File: src/rtl/harmonic_scheduler.sv
// Per-sample sequencer for the harmonic scaling multiplier: restarts it on each
// sample tick, walks harmonics and hands index/multiple/mute downstream.
module harmonic_scheduler #(
  parameter int DIV_BIT  = 9,
  parameter int HARM_BIT = 8
) (
  input  logic                i_Clock,
  input  logic                i_Reset_n,
  input  logic                i_Sample_Tick,
  input  logic [HARM_BIT-1:0] i_Harm_Count,
  input  logic                i_Nyquist_Hit,
  input  logic [DIV_BIT-1:0]  i_Mult,
  input  logic                i_Mult_Ready,
  input  logic                i_Comb_Muted,
  input  logic                i_Harm_Ready,
  output logic                o_Restart,
  output logic                o_Start,
  output logic                o_Harm_Valid,
  output logic [HARM_BIT-1:0] o_Harm_Index,
  output logic [DIV_BIT-1:0]  o_Harm_Mult,
  output logic                o_Harm_Muted,
  output logic                o_Busy,
  output logic                o_Sample_Done,
  output logic                o_Overrun
);

  typedef enum logic [3:0] {
    S_IDLE,
    S_RESTART,
    S_SETTLE,
    S_CHECK,
    S_EMIT,
    S_ISSUE,
    S_GUARD,
    S_WAIT,
    S_DONE
  } state_t;

  state_t              state;
  logic [HARM_BIT-1:0] last_index;

  // Only consulted in EMIT, where the index is already known to be below the count.
  assign last_index = i_Harm_Count - HARM_BIT'(1);

  always_ff @(posedge i_Clock or negedge i_Reset_n) begin
    if (!i_Reset_n) begin
      state         <= S_IDLE;
      o_Restart     <= 1'b0;
      o_Start       <= 1'b0;
      o_Harm_Valid  <= 1'b0;
      o_Harm_Index  <= '0;
      o_Harm_Mult   <= '0;
      o_Harm_Muted  <= 1'b0;
      o_Busy        <= 1'b0;
      o_Sample_Done <= 1'b0;
      o_Overrun     <= 1'b0;
    end else begin
      o_Restart     <= 1'b0;
      o_Start       <= 1'b0;
      o_Sample_Done <= 1'b0;
      o_Overrun     <= i_Sample_Tick && (state != S_IDLE);

      case (state)
        S_IDLE: begin
          if (i_Sample_Tick) begin
            state        <= S_RESTART;
            o_Harm_Index <= '0;
            o_Busy       <= 1'b1;
            o_Restart    <= 1'b1;
          end
        end

        S_RESTART: state <= S_SETTLE;

        S_SETTLE: state <= S_CHECK;

        S_CHECK: begin
          if ((o_Harm_Index >= i_Harm_Count) || i_Nyquist_Hit) begin
            state         <= S_DONE;
            o_Sample_Done <= 1'b1;
          end else begin
            state        <= S_EMIT;
            o_Harm_Mult  <= i_Mult;
            o_Harm_Muted <= i_Comb_Muted;
            o_Harm_Valid <= 1'b1;
          end
        end

        // A zero multiple means every further harmonic would also be zero.
        S_EMIT: begin
          if (i_Harm_Ready) begin
            o_Harm_Valid <= 1'b0;
            if ((o_Harm_Mult == '0) || (o_Harm_Index == last_index)) begin
              state         <= S_DONE;
              o_Sample_Done <= 1'b1;
            end else begin
              state        <= S_ISSUE;
              o_Start      <= 1'b1;
              o_Harm_Index <= o_Harm_Index + HARM_BIT'(1);
            end
          end
        end

        S_ISSUE: state <= S_GUARD;

        // Multiplier ready is still stale high here, so it is not looked at.
        S_GUARD: state <= S_WAIT;

        S_WAIT: begin
          if (i_Mult_Ready) state <= S_CHECK;
        end

        S_DONE: begin
          o_Busy <= 1'b0;
          state  <= S_IDLE;
        end

        default: state <= S_IDLE;
      endcase
    end
  end

endmodule
File: config.mk
export PLATFORM = sky130hd
export DESIGN_NAME = harmonic_scheduler
export DESIGN_NICKNAME = d
export VERILOG_FILES = /design/src/rtl/harmonic_scheduler.sv
export SDC_FILE = /design/constraint.sdc
export NUM_CORES = 1
export LEC_CHECK = 0
export CAP_MARGIN = 5
export CELL_PAD_IN_SITES_DETAIL_PLACEMENT = 0
export CELL_PAD_IN_SITES_GLOBAL_PLACEMENT = 1
export CORE_MARGIN = 2
export CORE_UTILIZATION = 34
export CTS_BUF_LIST = sky130_fd_sc_hd__clkbuf_4 sky130_fd_sc_hd__clkbuf_8
export CTS_CLUSTER_DIAMETER = 40
export DETAILED_ROUTE_END_ITERATION = 12
export GPL_TIMING_DRIVEN = 1
export PLACE_DENSITY_LB_ADDON = 0.05
export SYNTH_ARGS = -nofsm -noshare
export SYNTH_HDL_FRONTEND = slang
export SYNTH_SLANG_ARGS = --single-unit
File: constraint.sdc
create_clock -name i_Clock -period 2.3 [get_ports i_Clock]
set_clock_uncertainty 0.05 [all_clocks]
set_input_delay 0.46 -clock i_Clock [delete_from_list [all_inputs] [get_ports i_Clock]]
set_output_delay 0.46 -clock i_Clock [all_outputs]
set_load 0.02 [all_outputs]
==> results_dict.tcl, run 1 <==
set metrics [dict create \
    wl_per_cell_um 14.51 \
    pin_count 48 \
    syn_avg_cell_area_um2 9.757 \
    viasPerCell 4.955 \
    numPortBuffers 47 \
    cp_data_arrival_time_ns 2.38 \
    clock.fmax_ghz 0.4505 \
    synth.net_count 217 \
    yosysTopAreaCell "dfrtp_1" \
    drt_iter0_markers 30 \
    grtUsageTotal_pct 17.01 \
    dp_hpwl_um 3835 \
    cts_tree "yes" \
    synth_top_area_share_pct 39.24 \
    crit_fanout 8 \
    synth.most_common_cell "dfrtp_1" \
    power_density_nw_per_um2 1012 \
    post-route-period-util_pct 96.51 \
    core_area_um2 5075 \
    numCtsBuffers 3 \
    drv_cap 0 \
    fin_crit_ns 2.220 \
    routed_wl_um 4874 \
    critPathKind "primary input to flip-flop" \
    die_w_um 76.47 \
    grt_pass1_wl_um 8038 \
    netlist_top_cells_area "dfrtp_1 (39%), ha_1 (7.0%), mux2_2 (6.3%), inv_1 (3.2%), nand2_1 (3.2%)" \
    crit_required_ns 2.46 \
    slowest_delay_ns 0.34 \
    grt_pass1_vias 1717 \
    synth_ff_type "dfrtp_1" \
    worst_setup_path_start_kind "primary input" \
    hold_violations 0 \
    yosys_warnings 0 \
    clk_pin_slew_ns 0.10 \
    timing.hold.ws_ns 0.4383 \
    drive_above_1_share_pct 30.08 \
    die_h_um 76.47 \
    fin_nets 301 \
    slew_violations 0 \
    cts_root_buffer "clkbuf_8" \
    slew_headroom_pct 68.77 \
    grt_max_degree 29 \
    n_fill_cell 467 \
    max-clock-path-buffers 2 \
    fp-row-count 26 \
    synth_cells 183 \
    synth_seq_cells 28 \
    worstSkewPairLatency_ns 0.28 \
    rsz0062_at_grt "false" \
    layout.cells.non_filler 336 \
    syn_to_final_growth_pct 58.58 \
    antenna_left 0 \
    clock_sinks 28 \
    antenna_found_initial 0 \
    netlist_area_um2 1785 \
    p_leak_nw 1.286 \
    status "finished clean" \
    worst_pin_slew_ns 0.4649 \
    synth_commonest_cells "dfrtp_1 (28), inv_1 (15), nand2_1 (15)" \
    cp-end-kind "flip-flop" \
    grt_overflow 0 \
    synth_seq_area_share_pct 39.24 \
    first_pass_iters 4 \
    hold_path.class "flip-flop to flip-flop" \
    die_area_um2 5847 \
    initial_core_util_pct 35.18 \
    dp_cells 324 \
    crit_chain "dlygate4sd2_1 > inv_1 > ha_1 > buf_4 > xor2_1 > o311a_1 > a31oi_4 > a21oi_4 > nand4_1 > mux2i_1" \
    peakVddDrop_mv 0.5409 \
    drc 0 \
    cts_hold_buf 0 \
    gp_congestion 0.8982 \
    ys_types 44 \
    finalPower_mw 2.866 \
    vias 1665 \
    slowest_stage "o311a_1" \
    htreeDepth 1 \
    antennaDiodeCount 0 \
    synth-edff-count 0 \
    ys_async_sr_fraction_pct 100.0 \
    setup_violations 0 \
]
[layout by cell type (no fill, tap or decap), types with 3 or more instances in the layout]
cell / n
clkdlybuf4s50_1: 39
buf_4: 32
dfrtp_1: 28
nand2_1: 15
inv_1: 13
nor2_1: 11
mux2_2: 10
ha_1: 7
a21oi_1: 6
nor3_1: 5
nand2b_1: 5
xor2_1: 5
nand4_1: 5
a21o_1: 4
o21ai_0: 4
nand3_1: 4
and2_1: 4
dlygate4sd2_1: 4
xnor2_1: 3
mux2i_1: 3
ha_4: 3
clkbuf_8: 3
[cell families after synthesis]
logic type,share of synthesized area (%)
AO/OA/AOI/OAI,18.01
AND/OR/NAND/NOR,19.20
flip-flops,39.24
multiplexers,7.989
XOR/XNOR,4.415
buffers and inverters,4.134
adder cells (fa/ha/maj),7.008
[power by group]
part	internal (mW)	leakage (nW)	switching [mW]
registers	0.675	0.350	0.163
clock network	0.233	0.0357	0.163
logic	0.847	0.900	0.785
[critical path, delay by kind of cell]
family / cells / cell delay [ns]
mux: 1 / 0.18
compound gates: 3 / 0.74
fa+ha+maj: 1 / 0.21
simple gates: 1 / 0.13
xor+xnor: 1 / 0.17
buf+inv: 3 / 0.48
[repair_timing]
| action | 4_1_cts | 5_1_grt |
|---|---|---|
| gates cloned | 1 | 0 |
| hold endpoints to repair | 0 | 0 |
| gates resized for setup | 23 | 14 |
| pin swaps | 13 | 14 |
| endpoints found under the setup margin | 23 | 18 |
| buffers inserted | 4 | 3 |
[per-layer routing]
| layer | vias up | wire length, µm | global-route usage, % |
|---|---|---|---|
| li1 | 817 | - | - |
| met1 | 824 | 2146 | 20.95 |
| met2 | 20 | 2568 | 31.24 |
| met3 | 4 | 115 | 2.133 |
| met4 | 0 | 44 | 4.364 |
| met5 | - | 0 | 0 |
[worst paths after layout]
kind	start	endpoint	slack, ns	depth (start not counted)
hold / removal	o_Harm_Valid$_DFFE_PN0P_	o_Harm_Valid$_DFFE_PN0P_	0.44	1
setup / recovery	i_Harm_Count[0]	o_Harm_Index[4]$_DFFE_PN0P_	0.08	10
min in group asynchronous	i_Reset_n	o_Harm_Muted$_DFFE_PN0N_	0.51	2
max in group asynchronous	i_Reset_n	o_Harm_Index[2]$_DFFE_PN0P_	1.42	2
setup reg to reg	o_Harm_Index[0]$_DFFE_PN0P_	o_Harm_Mult[2]$_DFFE_PN0N_	0.10	10
hold reg to reg	o_Harm_Valid$_DFFE_PN0P_	o_Harm_Valid$_DFFE_PN0P_	0.44	1
[flip-flops by register name (all words and copies together) (netlist names)]
signal         flops
o_Busy             1
o_Harm_Index       8
o_Harm_Mult        9
o_Harm_Muted       1
o_Harm_Valid       1
o_Overrun          1
o_Restart          1
o_Sample_Done      1
o_Start            1
state              4
[through the flow]
step | setup TNS, ns | util [%] | cell area, µm² | setup WS, ns
global route | 0 | 55.79 | 2831 | 0.0005262
floorplan | 0 | - | 1785 | 0.01020
detailed placement | -11.54 | 50.22 | 2549 | -0.5838
finish | 0 | 55.79 | 2831 | 0.08028
CTS | 0 | 54.29 | 2755 | 0.03050
global placement | -10.16 | 50.22 | 2549 | -0.4810
[cell type report]
| class | instances | area, µm² | area share (%) |
|---|---|---|---|
| inverters | 15 | 56.30 | 1.989 |
| flip-flops and latches | 28 | 700.7 | 24.75 |
| well taps | 70 | 87.58 | 3.093 |
| repair buffers | 83 | 775.7 | 27.40 |
| clock inverters | 1 | 30.03 | 1.061 |
| clock buffers | 3 | 41.29 | 1.458 |
| multi-input cells | 136 | 1140 | 40.26 |
(Power assumes the default switching activity.)
==> run 2, diff against run 1 <==
ABC_CLOCK_PERIOD_IN_PS = 2300   (was unset)
SLEW_MARGIN = 10   (was unset)
==> results of run 2 <==
No change in the layout: final DEF, timing and power equal those of run 1.
